<file path="config.mk">
export PLATFORM = sky130hd
export DESIGN_NAME = hdlc_deframer_flat
export DESIGN_NICKNAME = d
export VERILOG_FILES = /design/src/rtl/hdlc_deframer_if.sv /design/src/rtl/hdlc_deframer.sv /design/src/flat_wrapper.sv
export SDC_FILE = /design/constraint.sdc
export NUM_CORES = 1
export LEC_CHECK = 0
export BUFFER_PORTS_ARGS = -buffer_cell sky130_fd_sc_hd__buf_2
export CAP_MARGIN = 10
export CORE_MARGIN = 1
export CORE_UTILIZATION = 30
export CTS_BUF_LIST = sky130_fd_sc_hd__clkbuf_4
export DETAILED_ROUTE_END_ITERATION = 8
export PLACE_DENSITY = 0.52
export SLEW_MARGIN = 20
export SYNTH_ARGS = -nofsm -noshare
export SYNTH_HDL_FRONTEND = slang
export SYNTH_SLANG_ARGS = --single-unit
</file>
<file path="constraint.sdc">
create_clock -name sclk -period 6.5 [get_ports sclk]
set_input_delay 1.3 -clock sclk [delete_from_list [all_inputs] [get_ports sclk]]
set_output_delay 1.3 -clock sclk [all_outputs]
set_load 0.05 [all_outputs]
</file>
<file path="src/rtl/hdlc_deframer_if.sv">
// hdlc_deframer_if: decoded bit stream in, payload bytes and frame delimiters out
interface hdlc_deframer_if;
  logic       bit_in;
  logic       bit_valid;
  logic [7:0] byte_out;
  logic       byte_valid;
  logic       frame_start;
  logic       frame_end;
  logic       crc_ok;
  logic       frame_err;
  modport master (
    output bit_in, bit_valid,
    input  byte_out, byte_valid, frame_start, frame_end, crc_ok, frame_err
  );
  modport slave (
    input  bit_in, bit_valid,
    output byte_out, byte_valid, frame_start, frame_end, crc_ok, frame_err
  );
endinterface

</file>
<file path="src/rtl/hdlc_deframer.sv">
// hdlc_deframer: HDLC receive stage - flag/abort detection, destuffing, byte assembly, FCS check
module hdlc_deframer #(
  parameter int MAX_BYTES = 64
) (
  input logic             sclk,
  input logic             rst_n,
  hdlc_deframer_if.slave  bus
);
  localparam int NW = $clog2(MAX_BYTES + 4);
  typedef enum logic [1:0] {HUNT, SYNC, DATA} state_t;
  state_t state, state_n;
  logic [2:0] ones, ones_n, bit_cnt, bit_cnt_n;
  logic [7:0] sr, sr_n, shifted, f0, f0_n, f1, f1_n, byte_n;
  logic [15:0] crc, crc_n;
  logic [NW-1:0] nbytes, nbytes_n;
  logic [1:0] fcnt, fcnt_n;
  logic started, started_n, bv_n, fs_n, fe_n, ok_n, err_n;
  logic abort_b, flag_b, data_b, good;
  function automatic logic [15:0] crc_byte(input logic [15:0] c, input logic [7:0] d);
    logic [15:0] r;
    r = c ^ {8'h00, d};
    for (int i = 0; i < 8; i++) r = r[0] ? (r >> 1) ^ 16'h8408 : r >> 1;
    return r;
  endfunction
  assign abort_b = ones >= 3'd6 && bus.bit_in;
  assign flag_b  = ones == 3'd6 && !bus.bit_in;
  assign data_b  = !abort_b && !flag_b && ones != 3'd5;
  assign shifted = {bus.bit_in, sr[7:1]};
  assign good    = bit_cnt == 3'd6 && nbytes >= NW'(3) && crc == 16'hF0B8;
  // State, per-frame bookkeeping and registered outputs
  always_ff @(posedge sclk or negedge rst_n) begin
    if (!rst_n) begin
      state           <= HUNT;
      ones            <= '0;
      bit_cnt         <= '0;
      sr              <= '0;
      crc             <= 16'hFFFF;
      nbytes          <= '0;
      f0              <= '0;
      f1              <= '0;
      fcnt            <= '0;
      started         <= 1'b0;
      bus.byte_out    <= '0;
      bus.byte_valid  <= 1'b0;
      bus.frame_start <= 1'b0;
      bus.frame_end   <= 1'b0;
      bus.crc_ok      <= 1'b0;
      bus.frame_err   <= 1'b0;
    end else begin
      state           <= state_n;
      ones            <= ones_n;
      bit_cnt         <= bit_cnt_n;
      sr              <= sr_n;
      crc             <= crc_n;
      nbytes          <= nbytes_n;
      f0              <= f0_n;
      f1              <= f1_n;
      fcnt            <= fcnt_n;
      started         <= started_n;
      bus.byte_out    <= byte_n;
      bus.byte_valid  <= bv_n;
      bus.frame_start <= fs_n;
      bus.frame_end   <= fe_n;
      bus.crc_ok      <= ok_n;
      bus.frame_err   <= err_n;
    end
  end
  // Bit classification, frame state machine, two-byte FCS hold and emission
  always_comb begin
    state_n   = state;
    ones_n    = ones;
    bit_cnt_n = bit_cnt;
    sr_n      = sr;
    crc_n     = crc;
    nbytes_n  = nbytes;
    f0_n      = f0;
    f1_n      = f1;
    fcnt_n    = fcnt;
    started_n = started;
    byte_n    = bus.byte_out;
    bv_n      = 1'b0;
    fs_n      = 1'b0;
    fe_n      = 1'b0;
    ok_n      = 1'b0;
    err_n     = 1'b0;
    if (bus.bit_valid) begin
      ones_n = bus.bit_in ? (ones == 3'd7 ? 3'd7 : ones + 3'd1) : 3'd0;
      case (state)
        SYNC: begin
          if (abort_b) state_n = HUNT;
          else if (data_b) begin
            state_n   = DATA;
            sr_n      = shifted;
            bit_cnt_n = 3'd1;
            crc_n     = 16'hFFFF;
          end
        end
        DATA: begin
          if (abort_b) begin
            fe_n    = nbytes != '0;
            err_n   = nbytes != '0;
            state_n = HUNT;
          end else if (flag_b) begin
            fe_n    = nbytes != '0;
            ok_n    = nbytes != '0 && good;
            err_n   = nbytes != '0 && !good;
            state_n = SYNC;
          end else if (data_b) begin
            sr_n      = shifted;
            bit_cnt_n = bit_cnt + 3'd1;
            if (bit_cnt == 3'd7) begin
              crc_n    = crc_byte(crc, shifted);
              nbytes_n = nbytes + NW'(1);
              if (nbytes_n == NW'(MAX_BYTES + 3)) begin
                fe_n    = 1'b1;
                err_n   = 1'b1;
                state_n = HUNT;
              end else if (fcnt == 2'd2) begin
                byte_n    = f0;
                bv_n      = 1'b1;
                fs_n      = !started;
                started_n = 1'b1;
                f0_n      = f1;
                f1_n      = shifted;
              end else begin
                f0_n   = fcnt == 2'd0 ? shifted : f0;
                f1_n   = fcnt == 2'd1 ? shifted : f1;
                fcnt_n = fcnt + 2'd1;
              end
            end
          end
        end
        default: state_n = flag_b ? SYNC : HUNT;
      endcase
      if (state_n != DATA) begin
        bit_cnt_n = '0;
        sr_n      = '0;
        crc_n     = 16'hFFFF;
        nbytes_n  = '0;
        fcnt_n    = '0;
        started_n = 1'b0;
      end
    end
  end
endmodule

</file>
<file path="src/flat_wrapper.sv">
// flat-port wrapper written by rule: the top's interface ports become plain ports
module hdlc_deframer_flat 
#(
  parameter int MAX_BYTES = 64
)
  (sclk, rst_n, bus_bit_in, bus_bit_valid, bus_byte_out, bus_byte_valid, bus_frame_start, bus_frame_end, bus_crc_ok, bus_frame_err);
  hdlc_deframer_if bus_i ();
  input logic sclk;
  input logic rst_n;
  input wire logic [$bits(bus_i.bit_in)-1:0] bus_bit_in;
  input wire logic [$bits(bus_i.bit_valid)-1:0] bus_bit_valid;
  output wire logic [$bits(bus_i.byte_out)-1:0] bus_byte_out;
  output wire logic [$bits(bus_i.byte_valid)-1:0] bus_byte_valid;
  output wire logic [$bits(bus_i.frame_start)-1:0] bus_frame_start;
  output wire logic [$bits(bus_i.frame_end)-1:0] bus_frame_end;
  output wire logic [$bits(bus_i.crc_ok)-1:0] bus_crc_ok;
  output wire logic [$bits(bus_i.frame_err)-1:0] bus_frame_err;
  assign bus_i.bit_in = bus_bit_in;
  assign bus_i.bit_valid = bus_bit_valid;
  assign bus_byte_out = bus_i.byte_out;
  assign bus_byte_valid = bus_i.byte_valid;
  assign bus_frame_start = bus_i.frame_start;
  assign bus_frame_end = bus_i.frame_end;
  assign bus_crc_ok = bus_i.crc_ok;
  assign bus_frame_err = bus_i.frame_err;
  hdlc_deframer #(.MAX_BYTES(MAX_BYTES)) u_core (.sclk(sclk), .rst_n(rst_n), .bus(bus_i));
endmodule
</file>
== After elaboration in Yosys (flattened, before gate mapping) ==
Index checks and enable logic that the tools add are counted.
Storage, ports and cells
  flip-flop bits (word level): 71
  latch bits: 0
  memory bits (writable): 0
  ROM bits: 0
  bits of input ports: 4
  output and inout port bits: 13
  logic and storage cells: 185
  memories: 0
Operators by class
  add/subtract/negate cells: 4
  multipliers: 0
  div/mod/pow operators: 0
  $lt $le $gt $ge: 2
  eq/ne operators: 22
  shift-type cells: 0
  multiplexer cells: 98
  bitwise gates (word level): 12
  reductions and logical operators: 31
Operator list (count)
  16-bit 2-to-1 mux: 15
  8-bit 2-to-1 mux: 9
  8-bit AND reduction: 6
  7-bit 2-to-1 mux: 6
  1-bit 2-to-1 mux: 40
  2-bit 2-to-1 mux: 16
  16-bit case mux with 2 select lines: 1
  3-bit 2-to-1 mux: 8
  2-bit inverter with 3-bit output: 8
  16-bit equality test, second input constant: 1
  8-bit case mux with 2 select lines: 1
  16-bit by 8-bit bitwise XOR with 16-bit output: 1
  3-bit equality test, second input constant: 4
  3-bit inequality test, second input constant: 4
  2-bit nonzero test: 6
  2-bit inequality test, second input constant: 5
  3-bit by 1-bit inequality test with 1-bit output, second input constant: 3
  1-bit logical AND: 8
  7-bit by 1-bit adder with 7-bit output, second input constant: 1
  7-bit equality test, second input constant: 1
  7-bit by 2-bit >= comparator with 1-bit output, second input constant: 1
  7-bit AND reduction: 1
  7-bit nonzero test: 1
  3-bit by 1-bit adder with 3-bit output, second input constant: 2
  other kinds (12): 20

== Longest topological paths before layout ==
Gate-level depths: netlist (run 1).
  depth after elaboration: 23
  depth in mapped cells: 10
  gate-level depth less buffers: 8

== Worst setup path after synthesis (run 1) ==
No wires, ideal clock.
  path kind: input to register
  from: input bus_bit_in
  to: register u_core.crc[15]
  setup time: 0.089 ns
  arrival time: 3.162 ns
  setup slack: 3.249 ns
  stages: 9
  path buffers: 3
  path through: buf_6 a211o_4 a21oi_4 nand4_2 o31a_1 buf_6 nor4_4 buf_6 a2bb2oi_1
Between the ends
  cells in the longest elaborated chain, start to end: 16
  elaborated cells between the ends (all ways): 40
  classes of those cells: eq/ne: 7; mux: 22; bitwise: 2; reduce/logical: 9
Ends and longest elaborated chain
  from (decl): line flat_wrapper.sv:10  | input wire logic [$bits(bus_i.bit_in)-1:0] bus_bit_in;
  16-bit by 8-bit bitwise XOR with 16-bit output: line hdlc_deframer.sv:21  | r = c ^ {8'h00, d};
  16-bit 2-to-1 mux (3 in a row): line hdlc_deframer.sv:22  | for (int i = 0; i < 8; i++) r = r[0] ? (r >> 1) ^ 16'h8408 : r >> 1;
  2-bit inverter with 3-bit output (no line)
  16-bit 2-to-1 mux (5 in a row): line hdlc_deframer.sv:22
  16-bit 2-to-1 mux: line hdlc_deframer.sv:111  | if (bit_cnt == 3'd7) begin
  16-bit 2-to-1 mux: line hdlc_deframer.sv:108  | end else if (data_b) begin
  16-bit 2-to-1 mux: line hdlc_deframer.sv:103  | end else if (flag_b) begin
  16-bit 2-to-1 mux: line hdlc_deframer.sv:99  | if (abort_b) begin
  16-bit case mux with 2 select lines: line hdlc_deframer.sv:88  | case (state)
  16-bit 2-to-1 mux: line hdlc_deframer.sv:135  | if (state_n != DATA) begin
  to (signal assigned): line hdlc_deframer.sv:54  | crc <= crc_n;
  to (decl): line hdlc_deframer.sv:14  | logic [15:0] crc, crc_n;
Parallel ways exist; a longest one is shown, timed or not. The select of a mux whose other input is x is not followed.
A chain may end at the register's enable or synchronous reset.

== Worst setup path in the final report (run 1) ==
  from: input bus_bit_in
  to: register u_core.nbytes[0]
Between the ends
  cells in the longest elaborated chain, start to end: 13
  elaborated cells between the ends (all ways): 23
  classes of those cells: eq/ne: 3; mux: 9; reduce/logical: 11
Ends and longest elaborated chain
  1-bit logical NOT: line hdlc_deframer.sv:26  | assign flag_b = ones == 3'd6 && !bus.bit_in;
  1-bit logical AND: line hdlc_deframer.sv:26
  1-bit logical NOT: line hdlc_deframer.sv:27  | assign data_b = !abort_b && !flag_b && ones != 3'd5;
  1-bit logical AND (2 in a row): line hdlc_deframer.sv:27
  2-bit 2-to-1 mux: line hdlc_deframer.sv:108
  2-bit 2-to-1 mux: line hdlc_deframer.sv:103
  2-bit 2-to-1 mux: line hdlc_deframer.sv:99
  2-bit case mux with 2 select lines: line hdlc_deframer.sv:88
  2-bit 2-to-1 mux: line hdlc_deframer.sv:86  | if (bus.bit_valid) begin
  2-bit inequality test: line hdlc_deframer.sv:135
  2-bit inequality test (no line) / 2-bit nonzero test (equally long branches)
  6-bit AND reduction (no line)
  to (signal assigned): line hdlc_deframer.sv:55  | nbytes <= nbytes_n;
  to (decl): line hdlc_deframer.sv:15  | logic [NW-1:0] nbytes, nbytes_n;
Parallel ways exist; a longest one is shown, timed or not. The select of a mux whose other input is x is not followed.

==> results of run 1 <==
==> layer usage <==
layer	up-vias	global-route usage (%)	wire length (um)
li1	1219	-	-
met1	1262	18.4	3820
met2	40	19.8	3570
met3	11	2.34	245
met4	0	6.05	148
met5	-	0	0
==> logic make-up (layout without fill, tap and decap cells) <==
logic type / Yosys count / in the layout / share of synthesized area [%]
AOI/OAI and AO/OA: 80 / 80 / 17.9
and+or+nand+nor: 76 / 76 / 12.2
DFF: 70 / 70 / 47.3
buffers and inverters: 30 / 51 / 4.61
xor gates and xnor gates: 26 / 26 / 6.08
muxes: 26 / 26 / 7.52
adders and majority gates: 13 / 13 / 4.35
==> registers in the layout (all words and copies together), names as in the netlist <==
signal and count:
u_core.started 1, u_core.ones 3, u_core.bus.crc_ok 1, u_core.bus.frame_end 1, u_core.crc 16, u_core.bus.byte_valid 1, u_core.nbytes 7, u_core.fcnt 2
u_core.state 2, u_core.bus.frame_err 1, u_core.bus.frame_start 1, u_core.sr 7, u_core.f1 8, u_core.bus.byte_out 8, u_core.f0 8, u_core.bit_cnt 3
==> path summary, 6_finish.rpt <==
path | start | end | slack, ps
worst min-delay path | u_core.started | u_core.bus.frame_start | 440
worst max register to register | u_core.ones[1] | u_core.nbytes[0] | 3330
max in group asynchronous | rst_n | u_core.state[0] | 4880
min in group asynchronous | rst_n | u_core.bus.byte_out[2] | 1050
worst max-delay path | bus_bit_in | u_core.nbytes[0] | 2980
worst min register to register | u_core.started | u_core.bus.frame_start | 440
==> power groups by stage <==
stage	sequential, mW	clock, mW	combinational, mW
final	0.456	0.299	0.0853
after global placement	0.463	0	0.0859
after CTS	0.456	0.309	0.0868
after floorplan	0.459	0	0.0683
after global routing	0.457	0.328	0.0964
after detailed placement	0.464	0	0.0864
==> final cells by class <==
type	instances	share of cell area [%]
flip-flops and latches	70	43.3
repair buffers	18	2.33
inverters	17	1.56
clock inverters	7	1.96
clock buffers	9	1.65
well taps	168	5.14
multi-input cells	221	44.0
==> worst max-delay path, stage by stage <==
cell and delay (ps):
buf_2 170, a211o_4 390, a211oi_2 490, nand2_1 300, nor4_4 930, mux2_2 310
==> layout by cell type (no fill, tap or decap), types with 13 or more instances in the layout <==
master,count
a2bb2oi_1,15
a21oi_1,18
xnor2_1,16
nand2_1,17
inv_1,16
dfstp_2,16
ha_1,13
mux2_2,17
nor2_1,17
dfrtp_1,54
buf_2,16
==> through the flow <==
| stage | hold slack, ps | instances | total power [mW] | area [sq um] | setup WS (ps) |
|---|---|---|---|---|---|
| finish | 443 | 510 | 0.840 | 4090 | 2980 |
| global route | 470 | 510 | 0.882 | 4090 | 2830 |
| CTS | 444 | 510 | 0.852 | 4090 | 3000 |
| detailed placement | 423 | 494 | 0.550 | 3940 | 2530 |
| global placement | 419 | 494 | 0.549 | 3940 | 2620 |
| floorplan | 403 | 321 | 0.527 | 3740 | 3250 |
==> results.md, run 1 <==
* Switching part of the total at 29.1%
* Iter 0 DRT Violations at 158
* CP endpoint kind: flop
* WL final at 7.79 mm
* Syn Inst Count at 321
* Num rows at 40
* Post-Syn Area at 3740 sq um
* Peak supply drop at 59.6 uV
* CTS Hold Bufs at 0
* Worst EP arrival at 3900 ps
* Vias in the first global route at 2473
* Hold depth at 1
* Pwr dens at 206 nW/um^2
* Number of buffers added on ports at 16
* Multi-input logic area at 1800 sq um
* Syn_nets at 338
* CTS buffer count at 9
* Area share of the largest cell type after synthesis at 36.1%
* Worst-path clk slew at 130 ps
* Final Max Tran Viols at 0
* Share of cells above drive strength 1 at 24.6%
* HP Class: flop to flop
* Kind of critical path: input port to flop
* Logic pwr share at 10.1%
* Seq. cell area at 1770 sq um
* Total track usage at 13.2%
* Worst slew pin tran at 985 ps
* TNS Setup at 0 ps
* HPWL reported at the end of detailed placement at 5.47 mm
* Starting Density at 30.9%
* Root buffer cell: clkbuf_4
* Antenna Nets Post-Route at 0
* Post-synth top flop: dfrtp_1
* Clock Skew at 11.5 ps
* Internal power at 0.596 mW
* Final Cycle Share at 54.1%
* Die H at 114 um
* DRT Pass-1 Iters at 4
* First-pass GRT wire length at 13.1 mm
* Status: finished clean
* Layout filler cell count at 1228
* Clk sinks at 70
* CP Launch Type: input port
* TritonCTS clock tree: done
* Yosys warnings at 0
* Post-layout nets at 354
* Die Wd at 114 um
* Final setup violation count at 0
* Mean Syn Cell Area at 11.7 sq um
* Number of remaining DRC errors at 0
* Cell variety after synth at 60
* Vias/cell at 4.96
* Vias post-DR at 2532
* Area growth, synth to finish at 9.19%
* Synth top cells by count: 54 x dfrtp_1, 18 x a21oi_1, 17 x mux2_2, 17 x nand2_1, 17 x nor2_1
* Biggest area consumer among synthesized cells: dfrtp_1
* H-tree Lvls at 3
* Largest cells by area after synthesis: dfrtp_1 36%, dfstp_2 11%, mux2_2 5.1%, ha_1 4.3%, xnor2_1 3.7%
* Final RePlAce weighted congestion at 0.855
* Number of flops mapped to enable cells by yosys at 0
* Fin crit period at 3520 ps
* GRT overflow at 0
* Leak Pwr at 1.70 nW
* Setup bufs post-CTS at 0
* Clock share of power at 35.6%
* Wire per inst at 15.3 um
* Max Root-Sink Buffers at 2
* IO Count at 17
* R2R cell count at 7
* Peak Freq at 0.284 GHz
* Async set-reset flop share out of synthesis at 100%
* Net switching power at 0.245 mW
* Inserted Diodes at 0
* Largest net degree at the start of global routing at 71
* Worst EP required at 6890 ps
* Yosys reg bits at 70
* Post-Route Utilization at 33.8%
* Core area at 12100 sq um
* Seq pwr share at 54.2%
* RSZ-0062 raised after global routing: no
* Max Cap Viol at 0
* Initial antenna violation count at 0
* Clk_lat worst skew at 440 ps
* Seq/Total Area, Yosys at 47.3%
* Final Hold Vio Count at 0
* CP Max Fanout at 18
* Slew HR at 33.9%
* DIE AREA at 12900 sq um
* Count leader, synth: dfrtp_1
* Gates resized, CTS repair at 0
Note: power is estimated with default switching activity, not from simulation.
==> inputs of run 2 (changes only) <==
--- a/config.mk
+++ b/config.mk
@@ -5,6 +5,7 @@
 export SDC_FILE = /design/constraint.sdc
 export NUM_CORES = 1
 export LEC_CHECK = 0
+export ABC_AREA = 1
 export BUFFER_PORTS_ARGS = -buffer_cell sky130_fd_sc_hd__buf_2
 export CAP_MARGIN = 10
 export CORE_MARGIN = 1
==> constraint.sdc (replaced) <==
create_clock -name sclk -period 3.3 [get_ports sclk]
set_input_delay 0.66 -clock sclk [delete_from_list [all_inputs] [get_ports sclk]]
set_output_delay 0.66 -clock sclk [all_outputs]
set_load 0.05 [all_outputs]
==> results.md, run 2 <==
* Status: finished clean
* Flip-flop count of the largest register after layout at 16
* Post-Syn Area at 4060 sq um
* CP Max Fanout at 23
* Mean Syn Cell Area at 8.54 sq um
* DRT Pass-1 Iters at 4
* Largest cells by area after synthesis: dfrtp_1 33%, nand2_1 12%, dfstp_2 10%, ha_1 4.0%, o21ai_0 3.9%
* Net switching power at 0.600 mW
* CTS Hold Bufs at 0
* Fin Hold WS at 191 ps
* Worst EP arrival at 3100 ps
* Commonest non-fill, non-tap cell in the layout: nand2_1
* RSZ-0062 raised after global routing: no
* Leak Pwr at 2.00 nW
* Seq pwr share at 53.1%
* Inserted Diodes at 0
* Final RePlAce weighted congestion at 0.829
* Num rows at 42
* Biggest area consumer among synthesized cells: dfrtp_1
* Antenna Nets Post-Route at 0
* Reg2reg setup slack at 570 ps
* Syn_nets at 493
* HP Class: input port to asynchronous set/reset pin
* Wire per inst at 12.7 um
* Largest reg by FF count: u_core.crc
* Clock Skew at 22.7 ps
* H-tree Lvls at 3
* Logic pwr share at 16.5%
* Final Cycle Share at 82.6%
* Layout filler cell count at 1433
* Internal power at 1.18 mW
* Peak Freq at 0.367 GHz
* Peak supply drop at 152 uV
* Syn Inst Count at 476
* Final setup violation count at 0
* Slew HR at 61.5%
* Share of cells above drive strength 1 at 18.9%
* Worst EP required at 3680 ps
* Vias/cell at 4.58
* Highest-count cells in the layout ignoring fill and taps: 125 x nand2_1, 54 x dfrtp_1, 39 x inv_1, 32 x o21ai_0, 31 x nor2_1
* Largest net degree at the start of global routing at 30
* Setup bufs post-CTS at 0
* GRT overflow at 0
* Switching part of the total at 33.7%
* Pwr dens at 407 nW/um^2
* Area growth, synth to finish at 7.70%
* Starting Density at 30.7%
* Root buffer cell: clkbuf_4
* Vias in the first global route at 2982
* Clk sinks at 70
* Seq/Total Area, Yosys at 43.6%
* Number of remaining DRC errors at 0
* Total track usage at 13.4%
* Initial antenna violation count at 0
* HPWL reported at the end of detailed placement at 5.94 mm
* Area share of the largest cell type after synthesis at 33.3%
* First-pass GRT wire length at 15.0 mm
* Die H at 118 um
* R2R cell count at 15
* Final Hold Vio Count at 0
* Max Cap Viol at 0
* Max Root-Sink Buffers at 2
* Cell variety after synth at 47
* Async set-reset flop share out of synthesis at 100%
* IO Count at 17
* Iter 0 DRT Violations at 244
* Inst Count DP at 653
* CP Launch Type: flop
* TNS Setup at 0 ps
* Post-layout nets at 505
* Number of flops mapped to enable cells by yosys at 0
* Number of buffers added on ports at 16
* Synth top cells by count: 125 x nand2_1, 54 x dfrtp_1, 39 x inv_1
* Post-synth top flop: dfrtp_1
* CP endpoint kind: flop
* Count leader, synth: nand2_1
* DIE AREA at 14000 sq um
* Clock share of power at 30.4%
* Kind of critical path: flop to flop
* Total Power at 1.78 mW
* Worst slew pin tran at 577 ps
* Finished Layout Cells at 669
* Yosys reg bits at 70
* Final Max Tran Viols at 0
* Die Wd at 118 um
* Vias post-DR at 3066
* TritonCTS clock tree: done
* WL final at 8.48 mm
* Clk_lat worst skew at 440 ps
* Fin crit period at 2730 ps
* Yosys warnings at 0
* Gates resized, CTS repair at 0
* Worst-path clk slew at 150 ps
* CTS buffer count at 9
* Core area at 13200 sq um
==> run 2: changes by cell type in the layout (fill, tap and decap cells not counted), moves of 14 or more <==
cell       delta
nor2_1       +14
a2bb2oi_1    -15
o21ai_0      +28
mux2_2       -17
nand4_1      +21
nand3_1      +16
inv_1        +23
nand2_1     +108
a21oi_1      -14
==> run 2: worst paths after layout <==
path	from	end
max reg2reg	u_core.nbytes[1]	u_core.crc[14]
min reg2reg	u_core.started	u_core.bus.frame_start
min	rst_n	u_core.nbytes[0]
max	u_core.nbytes[1]	u_core.crc[14]
min in group sclk	u_core.started	u_core.bus.frame_start
max in group asynchronous	rst_n	u_core.crc[6]
==> run 2: power groups by stage <==
| stage | Clock (mW) | Sequential (mW) | Combinational (mW) |
|---|---|---|---|
| 3_3_place_gp | 0 | 0.960 | 0.295 |
| 4_1_cts | 0.571 | 0.945 | 0.298 |
| 5_1_grt | 0.606 | 0.952 | 0.340 |
| 6_report | 0.541 | 0.946 | 0.294 |
| 3_5_place_dp | 0 | 0.961 | 0.296 |
| 2_1_floorplan | 0 | 0.950 | 0.243 |
==> run 2: kinds of logic after synthesis <==
| family | after synthesis | synth area share (%) |
|---|---|---|
| AO/OA/AOI/OAI | 70 | 11.4 |
| XOR/XNOR | 24 | 5.17 |
| adder cells (fa/ha/maj) | 13 | 4.00 |
| buffers and inverters | 67 | 8.34 |
| flip-flops | 70 | 43.6 |
| AND/OR/NAND/NOR | 232 | 27.5 |
==> run 2: layout make-up <==
class	count	area, sq um	share of cell area (%)
multi-input cells	339	1950	44.6
clock inverters	7	65.1	1.49
inverters	46	174	3.97
flip-flops and latches	70	1770	40.5
clock buffers	9	67.6	1.54
well taps	176	220	5.03
repair buffers	22	125	2.86
==> run 2: per-layer routing <==
| metal | track usage (%) | share of wire (%) | wire, um | vias up |
|---|---|---|---|---|
| met3 | 3.52 | 3.7 | 312 | 10 |
| met2 | 19.4 | 43 | 3610 | 46 |
| li1 | - | - | - | 1588 |
| met5 | 0 | 0 | 0 | - |
| met4 | 4.51 | 1.5 | 127 | 0 |
| met1 | 19.3 | 52 | 4430 | 1422 |
==> run 2: per-stage QoR <==
step           util [%]  setup WS (ps)  cell area [sq um]
6_report           33.0            573               4380
5_1_grt            33.0            250               4380
4_1_cts            33.0            546               4380
3_5_place_dp       32.0            485               4240
3_3_place_gp       32.0            543               4240
2_1_floorplan         -           1150               4060
==> run 2: worst max-delay path: stages, from the launching register on <==
cell and delay, ps:
dfrtp_1 490, ha_1 280, or2_1 260, nand2_1 60, nand2_1 60, nor2_2 140, nand3_2 120, nand2_1 70
nand2_1 50, nand2_1 60, nand2_2 60, nand2_4 250, nand4_4 320, nand3_4 280, nand2_1 80, nand2_1 70
==> inputs of run 3 (changes only) <==
==> constraint.sdc (replaced) <==
create_clock -name sclk -period 2.8 [get_ports sclk]
set_input_delay 0.56 -clock sclk [delete_from_list [all_inputs] [get_ports sclk]]
set_output_delay 0.56 -clock sclk [all_outputs]
set_load 0.05 [all_outputs]
==> results.md, run 3 (same netlist as run 2, synthesis figures left out) <==
* IO Count at 17
* Clk sinks at 70
* CP Max Fanout at 18
* CP Launch Type: flop
* Worst slew pin tran at 557 ps
* Share of cells above drive strength 1 at 20.2%
* Highest-count cells in the layout ignoring fill and taps: 125 x nand2_1, 54 x dfrtp_1, 39 x inv_1, 32 x o21ai_0, 31 x nor2_1
* Number of remaining DRC errors at 0
* Initial antenna violation count at 0
* Flip-flop count of the largest register after layout at 16
* Vias post-DR at 3188
* Clk_lat worst skew at 430 ps
* Max Cap Viol at 0
* Reg2reg setup slack at 190 ps
* Status: finished clean
* Vias in the first global route at 2998
* Largest reg by FF count: u_core.crc
* Area growth, synth to finish at 9.54%
* Antenna Nets Post-Route at 0
* Final Cycle Share at 93.3%
* CP peak stage delay at 400 ps
* Critical-path top delay cell: dfrtp_1
* Worst EP required at 3170 ps
* CTS buffer count at 9
* Core area at 13200 sq um
* TNS Setup at 0 ps
* Die Wd at 118 um
* HPWL reported at the end of detailed placement at 6.06 mm
* Post-Place Cell Area at 4260 sq um
* Slew HR at 62.9%
* CP endpoint kind: flop
* Leak Pwr at 2.03 nW
* Iter 0 DRT Violations at 174
* Largest net degree at the start of global routing at 30
* Worst EP arrival at 2980 ps
* DIE AREA at 14000 sq um
* CTS Hold Bufs at 0
* Vias/cell at 4.71
* Final Hold Vio Count at 0
* Max Root-Sink Buffers at 2
* Crit path buffers/inverters at 1
* Num rows at 42
* GRT overflow at 0
* Commonest non-fill, non-tap cell in the layout: nand2_1
* RR Startpoint: u_core.ones[0]
* Number of buffers added on ports at 16
* Final Max Tran Viols at 0
* Final RePlAce weighted congestion at 0.808
* Wire per inst at 12.8 um
* First-pass GRT wire length at 14.9 mm
* WL final at 8.66 mm
* TritonCTS clock tree: done
* Peak supply drop at 200 uV
* Final Cell Area at 4450 sq um
* Clock Skew at 18.3 ps
* Cell mode on critical path: nand2_1
* R2R cell count at 15
* Fin crit period at 2610 ps
* Kind of critical path: flop to flop
* Final setup violation count at 0
* Peak Freq at 0.383 GHz
* R2R Path End: u_core.crc[8]
* Starting Density at 30.7%
* Worst-path clk slew at 130 ps
* Total track usage at 13.3%
* CP Cell Sequence: inv_1 > ha_1 > o21ai_4 > nand3_4 > nor2_2 > nand3_2 > nand2_1 > nand2_1 > nand2_1 > nand2_2 > nand2_4 > nand3b_4 > nand3_2 > nand2_1 > nand2_1
* Inserted Diodes at 0
* Worst path top cell family by delay: simple AND/OR/NAND/NOR gates
* Die H at 118 um
* HP Class: input port to asynchronous set/reset pin
* Pwr dens at 484 nW/um^2
* H-tree Lvls at 3
* Root buffer cell: clkbuf_4
* RSZ-0062 raised after global routing: yes
* DRT Pass-1 Iters at 4
* Post-layout nets at 513
[run 3: cell types whose count changed in the layout (fill, tap and decap cells not counted)]
cell        change
clkinv_4        -2
bufinv_16       +1
inv_8           -2
nand3_2         +1
clkbuf_4        +1
buf_4           +7
clkinvlp_4      +2
[run 3: repair_timing]
| action | in CTS | in global routing |
|---|---|---|
| buffers inserted | 0 | 5 |
| hold endpoints to repair | 0 | 0 |
| resized for setup | 0 | 0 |
| setup endpoints to repair | 0 | 16 |
[run 3: area by class of cell]
type                            count  area, sq um
Tap cell                          176          220
Sequential cell                    70         1770
Multi-Input combinational cell    340         1960
Timing Repair Buffer               29          178
Fill cell                        1423         8790
Inverter                           46          174
Clock buffer                       10         75.1
Clock inverter                      6         70.1
[run 3: where the power goes]
group	leakage (nW)	internal [mW]	switching (mW)
clock	0.0696	0.288	0.399
sequential	0.876	1.07	0.0461
combinational	1.09	0.125	0.231
total	2.03	1.48	0.676
[run 3: layer usage]
metal  share of wire (%)  track usage, %
met1                  52            19.0
met5                   0               0
met4                 1.7            4.59
met2                  42            19.1
met3                 3.8            3.72
[run 3: metrics by stage]
stage / hold WS, ps / worst slack [ps] / utilization [%] / power [mW] / instances
global route: 94.7 / -16.3 / 33.6 / 2.28 / 677
global placement: 421 / 229 / 32.2 / 1.48 / 655
CTS: 76.0 / 148 / 33.3 / 2.19 / 671
finish: 94.0 / 189 / 33.6 / 2.16 / 677
floorplan: 264 / 650 / - / 1.41 / 476
detailed placement: 428 / 172 / 32.2 / 1.48 / 655
[run 3: how the worst max path moves through the flow]
stage / cells after the start / start / endpoint / slack (ps)
floorplan: 16 / u_core.ones[1] / u_core.sr[2] / 650
global placement: 16 / bus_bit_in / u_core.crc[0] / 230
detailed placement: 15 / u_core.ones[0] / u_core.crc[12] / 170
CTS: 15 / u_core.ones[0] / u_core.crc[12] / 150
global route: 15 / u_core.ones[0] / u_core.crc[8] / -20
finish: 15 / u_core.ones[0] / u_core.crc[8] / 190
